## src/rtl/alu_pkg.sv

```systemverilog
// Shared execute-stage definitions: function codes for the ALU and
// the multiply/divide unit, plus the MDU sequencer state encoding.
package alu_pkg;

  localparam int NB_FN = 6;

  localparam logic [NB_FN-1:0] FN_SLL   = 6'b000000;
  localparam logic [NB_FN-1:0] FN_SRL   = 6'b000010;
  localparam logic [NB_FN-1:0] FN_SRA   = 6'b000011;
  localparam logic [NB_FN-1:0] FN_SLLV  = 6'b000100;
  localparam logic [NB_FN-1:0] FN_SRLV  = 6'b000110;
  localparam logic [NB_FN-1:0] FN_SRAV  = 6'b000111;
  localparam logic [NB_FN-1:0] FN_ADDU  = 6'b100001;
  localparam logic [NB_FN-1:0] FN_SUBU  = 6'b100011;
  localparam logic [NB_FN-1:0] FN_AND   = 6'b100100;
  localparam logic [NB_FN-1:0] FN_OR    = 6'b100101;
  localparam logic [NB_FN-1:0] FN_XOR   = 6'b100110;
  localparam logic [NB_FN-1:0] FN_NOR   = 6'b100111;
  localparam logic [NB_FN-1:0] FN_SLT   = 6'b101010;
  localparam logic [NB_FN-1:0] FN_SLTU  = 6'b101011;

  localparam logic [NB_FN-1:0] FN_MFHI  = 6'b010000;
  localparam logic [NB_FN-1:0] FN_MTHI  = 6'b010001;
  localparam logic [NB_FN-1:0] FN_MFLO  = 6'b010010;
  localparam logic [NB_FN-1:0] FN_MTLO  = 6'b010011;
  localparam logic [NB_FN-1:0] FN_MULT  = 6'b011000;
  localparam logic [NB_FN-1:0] FN_MULTU = 6'b011001;
  localparam logic [NB_FN-1:0] FN_DIV   = 6'b011010;
  localparam logic [NB_FN-1:0] FN_DIVU  = 6'b011011;

  typedef enum logic [1:0] {
    ST_IDLE,
    ST_RUN,
    ST_FIX
  } mdu_state_e;

endpackage

```

## src/rtl/mdu_iter.sv

```systemverilog
// Shared iterative datapath: shift-add multiply or restoring divide
// on unsigned magnitudes, one step per cycle, with its own counter.
module mdu_iter #(
  parameter int NB_DATA = 32
) (
  input  logic                 clk,
  input  logic                 reset,
  input  logic                 load,
  input  logic                 run,
  input  logic                 div,
  input  logic [NB_DATA-1:0]   a,
  input  logic [NB_DATA-1:0]   b,
  output logic [2*NB_DATA-1:0] acc,
  output logic                 last
);

  localparam int NB_CNT = $clog2(NB_DATA + 1);

  logic [NB_CNT-1:0]  cnt;
  logic [NB_DATA-1:0] hi;
  logic [NB_DATA-1:0] lo;
  logic [NB_DATA-1:0] bq;
  logic               dv;

  logic [NB_DATA:0]   sum;
  logic [NB_DATA:0]   rsh;
  logic [NB_DATA-1:0] dif;
  logic               fits;
  logic [NB_DATA-1:0] hi_nx;
  logic [NB_DATA-1:0] lo_nx;

  // hi is the running partial product (multiply) or remainder (divide)
  always_comb begin
    sum   = {1'b0, hi} + (lo[0] ? {1'b0, bq} : '0);
    rsh   = {hi, lo[NB_DATA-1]};
    fits  = rsh >= {1'b0, bq};
    dif   = rsh[NB_DATA-1:0] - bq;
    hi_nx = sum[NB_DATA:1];
    lo_nx = {sum[0], lo[NB_DATA-1:1]};
    if (dv) begin
      hi_nx = fits ? dif : rsh[NB_DATA-1:0];
      lo_nx = {lo[NB_DATA-2:0], fits};
    end
  end

  always_ff @(posedge clk) begin
    if (reset) begin
      cnt <= '0;
      hi  <= '0;
      lo  <= '0;
      bq  <= '0;
      dv  <= 1'b0;
    end else if (load) begin
      cnt <= NB_CNT'(NB_DATA);
      hi  <= '0;
      lo  <= a;
      bq  <= b;
      dv  <= div;
    end else if (run) begin
      cnt <= cnt - NB_CNT'(1);
      hi  <= hi_nx;
      lo  <= lo_nx;
    end
  end

  assign acc  = {hi, lo};
  assign last = cnt == NB_CNT'(1);

endmodule

```

## src/rtl/alu_mdu.sv

```systemverilog
// Iterative multiply/divide unit with architectural HI/LO registers,
// start/busy/done handshake and a combinational MFHI/MFLO read port.
module alu_mdu
  import alu_pkg::*;
#(
  parameter int NB_DATA = 32,
  parameter int NB_OP   = 6
) (
  input  logic               i_clk,
  input  logic               i_reset,
  input  logic               i_start,
  input  logic [NB_OP-1:0]   i_op,
  input  logic [NB_DATA-1:0] i_data_A,
  input  logic [NB_DATA-1:0] i_data_B,
  output logic               o_busy,
  output logic               o_done,
  output logic [NB_DATA-1:0] o_hi,
  output logic [NB_DATA-1:0] o_lo,
  output logic [NB_DATA-1:0] o_data
);

  localparam int MSB = NB_DATA - 1;

  mdu_state_e state, state_nx;

  logic op_mul, op_div, op_sgn;
  logic accept, md_start, last;
  logic div_r, neg_q, neg_r, dz_r, done;

  logic [NB_DATA-1:0]   a_mag, b_mag, a_raw;
  logic [NB_DATA-1:0]   hi, lo, quo, rem;
  logic [2*NB_DATA-1:0] acc, prod;

  assign op_mul = i_op == NB_OP'(FN_MULT) ||
                  i_op == NB_OP'(FN_MULTU);
  assign op_div = i_op == NB_OP'(FN_DIV) ||
                  i_op == NB_OP'(FN_DIVU);
  assign op_sgn = i_op == NB_OP'(FN_MULT) ||
                  i_op == NB_OP'(FN_DIV);

  assign accept   = i_start && state == ST_IDLE;
  assign md_start = accept && (op_mul || op_div);

  assign a_mag = (op_sgn && i_data_A[MSB]) ? -i_data_A : i_data_A;
  assign b_mag = (op_sgn && i_data_B[MSB]) ? -i_data_B : i_data_B;

  mdu_iter #(
    .NB_DATA (NB_DATA)
  ) u_iter (
    .clk   (i_clk),
    .reset (i_reset),
    .load  (md_start),
    .run   (state == ST_RUN),
    .div   (op_div),
    .a     (a_mag),
    .b     (b_mag),
    .acc   (acc),
    .last  (last)
  );

  always_ff @(posedge i_clk) begin
    if (i_reset) state <= ST_IDLE;
    else         state <= state_nx;
  end

  always_comb begin
    state_nx = state;
    case (state)
      ST_IDLE: if (md_start) state_nx = ST_RUN;
      ST_RUN:  if (last)     state_nx = ST_FIX;
      ST_FIX:  state_nx = ST_IDLE;
      default: state_nx = ST_IDLE;
    endcase
  end

  always_ff @(posedge i_clk) begin
    if (i_reset) begin
      done  <= 1'b0;
      div_r <= 1'b0;
      neg_q <= 1'b0;
      neg_r <= 1'b0;
      dz_r  <= 1'b0;
      a_raw <= '0;
    end else begin
      done <= state == ST_FIX;
      if (md_start) begin
        div_r <= op_div;
        neg_q <= op_sgn && (i_data_A[MSB] ^ i_data_B[MSB]);
        neg_r <= op_sgn && i_data_A[MSB];
        dz_r  <= op_div && i_data_B == '0;
        a_raw <= i_data_A;
      end
    end
  end

  // remainder follows the dividend sign (truncating division)
  assign prod = neg_q ? -acc : acc;
  assign quo  = neg_q ? -acc[MSB:0] : acc[MSB:0];
  assign rem  = neg_r ? -acc[2*NB_DATA-1:NB_DATA]
                      : acc[2*NB_DATA-1:NB_DATA];

  always_ff @(posedge i_clk) begin
    if (i_reset) begin
      hi <= '0;
      lo <= '0;
    end else if (state == ST_FIX) begin
      if (!div_r) begin
        hi <= prod[2*NB_DATA-1:NB_DATA];
        lo <= prod[MSB:0];
      end else if (dz_r) begin
        hi <= a_raw;
        lo <= '1;
      end else begin
        hi <= rem;
        lo <= quo;
      end
    end else if (accept && i_op == NB_OP'(FN_MTHI)) begin
      hi <= i_data_A;
    end else if (accept && i_op == NB_OP'(FN_MTLO)) begin
      lo <= i_data_A;
    end
  end

  always_comb begin
    o_data = '0;
    if (i_op == NB_OP'(FN_MFHI)) o_data = hi;
    if (i_op == NB_OP'(FN_MFLO)) o_data = lo;
  end

  assign o_busy = state != ST_IDLE;
  assign o_done = done;
  assign o_hi   = hi;
  assign o_lo   = lo;

endmodule
```

## config.mk

```make
export PLATFORM = sky130hd
export DESIGN_NAME = alu_mdu
export DESIGN_NICKNAME = d
export VERILOG_FILES = /design/src/rtl/alu_pkg.sv /design/src/rtl/mdu_iter.sv /design/src/rtl/alu_mdu.sv
export SDC_FILE = /design/constraint.sdc
export NUM_CORES = 1
export LEC_CHECK = 0
export ABC_AREA = 1
export CAP_MARGIN = 25
export CORE_ASPECT_RATIO = 1.4
export CORE_MARGIN = 2
export CORE_UTILIZATION = 60
export CTS_BUF_LIST = sky130_fd_sc_hd__clkbuf_4 sky130_fd_sc_hd__clkbuf_8 sky130_fd_sc_hd__clkbuf_16
export DETAILED_ROUTE_END_ITERATION = 12
export PLACE_DENSITY = 0.92
export SLEW_MARGIN = 5
export SYNTH_ARGS = -nofsm -noshare
export SYNTH_HDL_FRONTEND = slang
export SYNTH_SLANG_ARGS = --single-unit
```

## constraint.sdc

```tcl
create_clock -name i_clk -period 6.4 [get_ports i_clk]
set_input_delay 1.28 -clock i_clk [delete_from_list [all_inputs] [get_ports i_clk]]
set_output_delay 1.28 -clock i_clk [all_outputs]
set_load 0.01 [all_outputs]
```

* Word-level counts from Yosys, hierarchy flattened
Cells that the tools add are included.
Storage, ports and cells: input port bits 73, output and inout port bits 98, register bits 205
Cells by class: $add $sub $neg 8, mux-type cells 27, bitwise logic cells 1, reductions and logical operators 21, equality and inequality tests 14, $lt $le $gt $ge 1
Operators by type and width (count):
- 2-to-1 mux 32 bit | 21
- negation 32 bit | 4
- 2-to-1 mux 64 bit | 1
- negation 64 bit | 1
- == test 6 x 5 -> 1 bit (second input constant) | 8
- adder 32 x 33 -> 33 bit | 1
- greater-or-equal comparator 33 x 32 -> 1 bit | 1
- logical NOT 32 bit | 1
- subtractor 32 bit | 1
- 2-to-1 mux 6 bit | 2
- logical AND 1 bit | 8
- nonzero test 2 bit | 4
- == test 6 x 1 -> 1 bit (second input constant) | 1
- != test 2 bit (second input constant) | 3
- subtractor 6 x 1 -> 6 bit (second input constant) | 1
- logical OR 1 bit | 4
- 2-to-1 mux 2 bit | 2
- case mux 2 bit (2 select lines) | 1
- AND reduction 2 bit | 2
- == test 2 x 1 -> 1 bit (second input constant) | 1
- == test 2 bit (second input constant) | 1
- logical NOT 2 bit | 1
- OR reduction 2 bit | 1
- XOR 1 bit | 1

* Depth between registers and ports, before layout
Gate-level depths: netlist (run 1).
depth in word-level cells 6, gate-level depth with buffers 20, mapped depth without buffers 18

* Hierarchy
From an unflattened synthesis (run 1), not the netlist that was laid out.
Second synthesis, totals: cell total of the unflattened synthesis 3397, area, all modules 19542.5 µm²
Modules (own cells, without submodules):
- alu_mdu | sequential area each 2062.0 µm², times used 1, cells each 1733, area each 9823.2 µm²
- mdu_iter | sequential area each 2062.0 µm², times used 1, cells each 1664, area each 9719.3 µm²

* Worst setup path before layout (run 1)
No wires, ideal clock.
path kind input port to output port, from input port i_op[2], to output port o_data[10], slack 3013 ps, data arrival time 2107 ps, required time 5120 ps, cell stages on the path 4, cells stage by stage nor2_1 > nand4_1 > clkbuf_1 > o22ai_1
On the way: cells in the longest elaborated chain, start to end 3, elaborated cells between the ends (all ways) 4
RTL lines:
- start, declared | line alu_mdu.sv:12 | input logic [NB_OP-1:0] i_op,
- == test 6 x 5 -> 1 bit | line alu_mdu.sv:126 | if (i_op == NB_OP'(FN_MFHI)) o_data = hi;
- 2-to-1 mux 32 bit | line alu_mdu.sv:126
- 2-to-1 mux 32 bit * | line alu_mdu.sv:127 | if (i_op == NB_OP'(FN_MFLO)) o_data = lo;
- end, declared | line alu_mdu.sv:19 | output logic [NB_DATA-1:0] o_data
Mark *: on every way between the ends. The rest lies on a longest branch, timed or not.

* Worst setup path in the final report (run 1)
from input port i_op[1], to output port o_data[17]
Same word-level chain as after synthesis.

==> reports/results.ini, run 1 <==
[floorplan]
initial_utilization_pct=60.6
ios=171
core_um2=32300
num_rows=78
die-area_um2=34100
die_h_um=218
die_w_um=157

[power]
p_per_area_nw_per_um2=162
power_mw=3.60
p_leak_nw=11.1
peakVddDrop_mv=0.166

[logic_synthesis]
synth_top_area_share_pct=21.0
ys_ff_latch=205
ys_async_sr_fraction_pct=0
netlist_top_cells_count=nand2_1, inv_1, nor2_1
synth-main-ff-cell=dfxtp_1
avgSynthCellArea_um2=5.58
syn_inst=3507
yosysWarningCount=0
syn-num-nets=3652
synth-edff-count=0
synthTopCellsByArea=dfxtp_1, nand2_1, inv_1
yosys.area.top_type=dfxtp_1
synth_area_um2=19600
yosysMostFrequentCell=nand2_1
seq_area_frac_synth_pct=21.0
synth.distinct_cells=56

[cts]
ctsHoldBuffers=0
cts_tree=done
clock_path_buffers=3
cts_buffers=23
clockRootBuffer=clkbuf_16
worstSkewPairLatency_ns=0.55
cts_setup_buffers=0
clk_pin_slew_ns=0.07
clock-sinks=205
cts_resized=0
cts_max_level=1

[min_path]
hp-class=reg2reg

[finish]
finalNetCount=3718
drive_gt1_share_pct=3.73
area_growth_pct=13.4

[placed_design]
place_congestion=1.13
hpwl_um=63200
io_buffers=170

[sta]
fin_skew_ns=0.0128
fmax_ghz=0.224
min_period_ns=4.47
tightest_slew_ns=1.12
rsz0062_at_grt=false
timing.slew.headroom_pct=24.8
fin_tns_setup_ns=0
period_share_pct=69.8
final-setup-viol-count=0
slew_violations=0
hold_viol=0

[grt]
grt_start_max_net_pins=81
grt_pass1_vias=23300
grt_antenna_before_repair=2
grt.overflow.total=0
grt_pass1_wl_um=128000
grt_usage_pct=48.8

[setup_path]
cp-end-kind=output port
start_kind=input port
cp_max_fo=32
worst_ep_required_time_ns=5.12
crit_arrival_ns=3.19
worst-setup-path-type=in2out

[drt]
vias_per_cell=6.11
wl_um=84400
ant_nets=0
drc=0
vias=24600
drtPass1Iterations=11
wl_per_cell_um=20.9
drtIter0Drc=2665

[job]
maxCapViolCount=0

[run_status]
status=finished clean

==> logic make-up after synthesis <==
| logic type | Yosys count | share of synthesized area [%] |
|---|---|---|
| compound gates | 670 | 19.5 |
| xor+xnor | 40 | 1.79 |
| fa+ha+maj | 72 | 4.68 |
| buf+inv | 711 | 14.0 |
| flops | 205 | 21.0 |
| simple gates | 1809 | 39.0 |
==> per-stage QoR <==
step                std cells  cell area, um2  util, %  hold WS (ns)  setup WS [ns]
global placement         3988           21400     66.2         0.447           2.01
floorplan                3507           19600        -         0.430           3.01
CTS                      4028           22200     68.7         0.460           1.97
finish                   4030           22200     68.7         0.465           1.93
detailed placement       3988           21400     66.2         0.452           1.93
global route             4028           22200     68.7         0.469           1.82
==> placed cells by master, fill, tap and decap left out, types with 6 or more instances in the layout <==
| master | instances |
|---|---|
| a31oi_1 | 37 |
| o21ai_0 | 226 |
| clkdlybuf4s50_1 | 170 |
| o22ai_1 | 78 |
| a21oi_1 | 209 |
| nand3_1 | 293 |
| and2_1 | 6 |
| clkbuf_8 | 6 |
| o211a_1 | 7 |
| or2_2 | 10 |
| nand3b_1 | 23 |
| dfxtp_1 | 202 |
| o211ai_1 | 28 |
| nand4_1 | 58 |
| buf_4 | 22 |
| nor2_2 | 13 |
| o21ai_1 | 17 |
| a211oi_1 | 14 |
| o21bai_1 | 10 |
| xor2_1 | 26 |
| clkbuf_16 | 23 |
| ha_1 | 70 |
| xnor2_1 | 14 |
| inv_1 | 548 |
| nor2_1 | 368 |
| nand2_1 | 967 |
| nand2_2 | 11 |
| nor3_1 | 38 |
| inv_2 | 10 |
| o221ai_1 | 12 |
==> path summary, 6_finish.rpt <==
path	start	endpoint	slack (ns)	cells after the start
min	a_raw[21]	a_raw[21]	0.47	2
max reg2reg	u_iter.bq[7]	u_iter.hi[14]	2.81	13
min reg2reg	a_raw[21]	a_raw[21]	0.47	2
max	i_op[1]	o_data[17]	1.93	6
==> where the power goes <==
| group | total [mW] | internal, mW | leakage, nW | switching [mW] |
|---|---|---|---|---|
| Combinational | 0.804 | 0.234 | 9.02 | 0.569 |
| Sequential | 1.33 | 1.30 | 1.66 | 0.0297 |
| Clock | 1.47 | 0.856 | 0.392 | 0.610 |
| Total | 3.60 | 2.39 | 11.1 | 1.21 |
==> worst max-delay path, stage by stage <==
cell and delay, ns:
clkdlybuf4s50_1 0.49, nor3_1 0.28, nand3_1 0.11, buf_4 0.25, o22ai_1 0.18, clkdlybuf4s50_1 0.56
==> flip-flops by register name, indices dropped and copies added (netlist names) <==
signal,flops
neg_q,1
o_done,1
o_lo,32
u_iter.cnt,6
dz_r,1
a_raw,32
state,2
u_iter.hi,32
u_iter.lo,32
u_iter.bq,32
neg_r,1
o_hi,32
u_iter.dv,1
==> cell type report <==
class | count | area, um2
Antenna cell | 2 | 5.00
Clock buffer | 30 | 666
Clock inverter | 10 | 144
Fill cell | 3063 | 10100
Inverter | 560 | 2100
Multi-Input combinational cell | 2591 | 12800
Sequential cell | 205 | 4110
Tap cell | 440 | 551
Timing Repair Buffer | 192 | 1870
==> layer usage <==
| layer | share of wire, % | global-route usage [%] | vias up |
|---|---|---|---|
| met2 | 45 | 79.5 | 1637 |
| li1 | - | - | 11500 |
| met1 | 32 | 49.3 | 10900 |
| met3 | 10 | 11.5 | 586 |
| met4 | 13 | 51.2 | 2 |
| met5 | 0.015 | 0 | - |
Note: power is estimated with default switching activity, not from simulation.
==> inputs of run 2 (changes only) <==
Clock period 6.4 ns to 4.7 ns, I/O delays scaled along.
==> reports/results.ini, run 2 (synthesis results as in run 1) <==
[cts]
clk_pin_slew_ns=0.07  ; about the same
cts_resized=0  ; unchanged
cts_tree=done  ; unchanged
worstSkewPairLatency_ns=0.55  ; about the same
ctsHoldBuffers=0  ; unchanged
clockRootBuffer=clkbuf_16  ; unchanged
cts_buffers=22  ; was 23
cts_max_level=1  ; unchanged
clock-sinks=205  ; unchanged
cts_setup_buffers=0  ; unchanged
clock_path_buffers=3  ; unchanged

[sta]
timing.slew.headroom_pct=38.8  ; was 24.8%
fin_skew_ns=0.0313  ; was 0.0128 ns
tightest_slew_ns=0.917  ; was 1.12 ns
fin_tns_setup_ns=0  ; unchanged
final-setup-viol-count=0  ; unchanged
period_share_pct=80.6
whs_ns=0.467  ; was 0.465 ns
hold_viol=0  ; unchanged
min_period_ns=3.79
slew_violations=0  ; unchanged
rsz0062_at_grt=false  ; unchanged
fmax_ghz=0.264
finalWorstSetupSlack_ns=0.913  ; was 1.93 ns

[run_status]
status=finished clean  ; unchanged

[min_path]
whs_path_depth=2  ; unchanged
hp-class=reg2reg  ; unchanged
holdCritStartpoint=a_raw[21]  ; unchanged
hold_end=a_raw[21]  ; unchanged

[drt]
wl_per_cell_um=20.1  ; was 20.9 um
drtPass1Iterations=7  ; was 11
ant_nets=0  ; unchanged
drtIter0Drc=2907  ; was 2665
drc=0  ; unchanged
vias_per_cell=6.08  ; was 6.11
vias=24500  ; was 24.6k
wl_um=81300  ; was 84400 um

[setup_path]
crit_arrival_ns=2.85  ; was 3.19 ns
start_kind=input port  ; unchanged
r2r_slack_ns=1.38  ; was 2.81 ns
cp.buffers_inverters=3  ; unchanged
cp_slowest_cell=clkdlybuf4s50_1  ; unchanged
cp_max_fo=32  ; unchanged
timing.rr.start=u_iter.lo[0]  ; was u_iter.bq[7]
reg2reg_depth=16  ; was 13
critical_path.max_stage_delay_ns=0.56  ; about the same
worst_ep_required_time_ns=3.76  ; was 5.12 ns
crit_top_cell=clkdlybuf4s50_1  ; unchanged
cp-end-kind=output port  ; unchanged
crit_family=buffers and inverters  ; unchanged
worst_r2r_endpoint=o_hi[24]  ; was u_iter.hi[14]
crit_chain=clkdlybuf4s50_1 > nor3_1 > nand3_1 > buf_4 > o22ai_1 > clkdlybuf4s50_1  ; unchanged
worst-setup-path-type=in2out  ; unchanged

[placed_design]
io_buffers=170  ; unchanged
place_congestion=1.09  ; was 1.13
dpl_worst_slack_ns=0.930  ; was 1.93 ns
place_inst=3999  ; was 3988
hpwl_um=62200  ; was 63200 um
placed_area_um2=21500  ; was 21400 um2

[power]
p_sw_share_pct=34.1  ; was 33.6%
p_per_area_nw_per_um2=208  ; was 162 nW/um2
p_seq_share_pct=38.9  ; was 36.9%
power.switching_mw=1.58  ; was 1.21 mW
p_clk_share_pct=37.8  ; was 40.8%
peakVddDrop_mv=0.291  ; was 0.166 mV
p_int_mw=3.05  ; was 2.39 mW
p_leak_nw=11.1  ; about the same
power_frac_comb_pct=23.3  ; was 22.3%

[finish]
mostFrequentLayoutCells=nand2_1, inv_1, nor2_1, nand3_1, o21ai_0  ; unchanged
final_cells=4039  ; was 4030
layout_commonest_cell=nand2_1  ; unchanged
diodes=0  ; was 2
area_growth_pct=13.5  ; was 13.4%
finalNetCount=3729  ; was 3718
drive_gt1_share_pct=3.97  ; was 3.73%
fill_cells=3040  ; was 3063
fin_area_um2=22200  ; about the same

[grt]
grt_usage_pct=46.8  ; was 48.8%
grt_pass1_vias=23000  ; was 23.3k
grt.overflow.total=0  ; unchanged
grt_start_max_net_pins=105  ; was 81
grt_antenna_before_repair=0  ; was 2
grt_pass1_wl_um=124000  ; was 128000 um

[floorplan]
die-area_um2=34100  ; unchanged
die_h_um=218  ; unchanged
die_w_um=157  ; unchanged
core_um2=32300  ; unchanged
num_rows=78  ; unchanged
initial_utilization_pct=60.6  ; unchanged
ios=171  ; unchanged

[job]
maxCapViolCount=0  ; unchanged

-- run 2: cell count changes in the layout (fill, tap and decap cells not counted), sizes merged --
cell	delta
bufinv	-3
clkbuf	+3
clkinv	+3
buf	+12
diode	-2
inv	-2
clkinvlp	-2
-- run 2: worst max-delay path by stage --
stage / startpoint / endpoint / slack (ns) / cells past startpoint
after floorplan: i_op[2] / o_data[10] / 1.99 / 4
after global routing: i_op[1] / o_data[17] / 0.81 / 6
after CTS: i_op[1] / o_data[17] / 0.93 / 6
final: i_op[1] / o_data[17] / 0.91 / 6
after detailed placement: i_op[1] / o_data[17] / 0.93 / 6
after global placement: i_op[1] / o_data[3] / 0.98 / 6
-- run 2: cell type report --
type | count | area [um2] | share of cell area, %
multi-input cells | 2591 | 12800 | 57.4
clock buffers | 33 | 652 | 2.93
inverters | 560 | 2100 | 9.46
flip-flops and latches | 205 | 4110 | 18.5
clock inverters | 6 | 47.5 | 0.214
well taps | 440 | 551 | 2.48
repair buffers | 204 | 2010 | 9.04
-- run 2: power groups by stage --
stage | clock (mW) | sequential [mW] | combinational (mW)
after floorplan | 0 | 1.83 | 0.687
after global placement | 0 | 1.84 | 1.01
after detailed placement | 0 | 1.84 | 1.02
after CTS | 1.73 | 1.80 | 1.02
after global routing | 1.79 | 1.81 | 1.16
final | 1.75 | 1.80 | 1.08
-- run 2: worst min-delay path: stages, from the launching register on --
cell	delay, ns
dfxtp_1	0.30
inv_1	0.06
a21oi_1	0.06
-- run 2: per-stage QoR --
stage,util (%),power (mW)
floorplan,-,2.51
global placement,66.5,2.86
detailed placement,66.6,2.86
CTS,68.7,4.56
global route,68.8,4.75
finish,68.8,4.63
-- run 2: routing by layer --
layer	track usage (%)	routed length [um]
met4	48.5	10400
met3	8.33	7410
met2	76.2	36400
met1	49.3	27100
met5	0	0
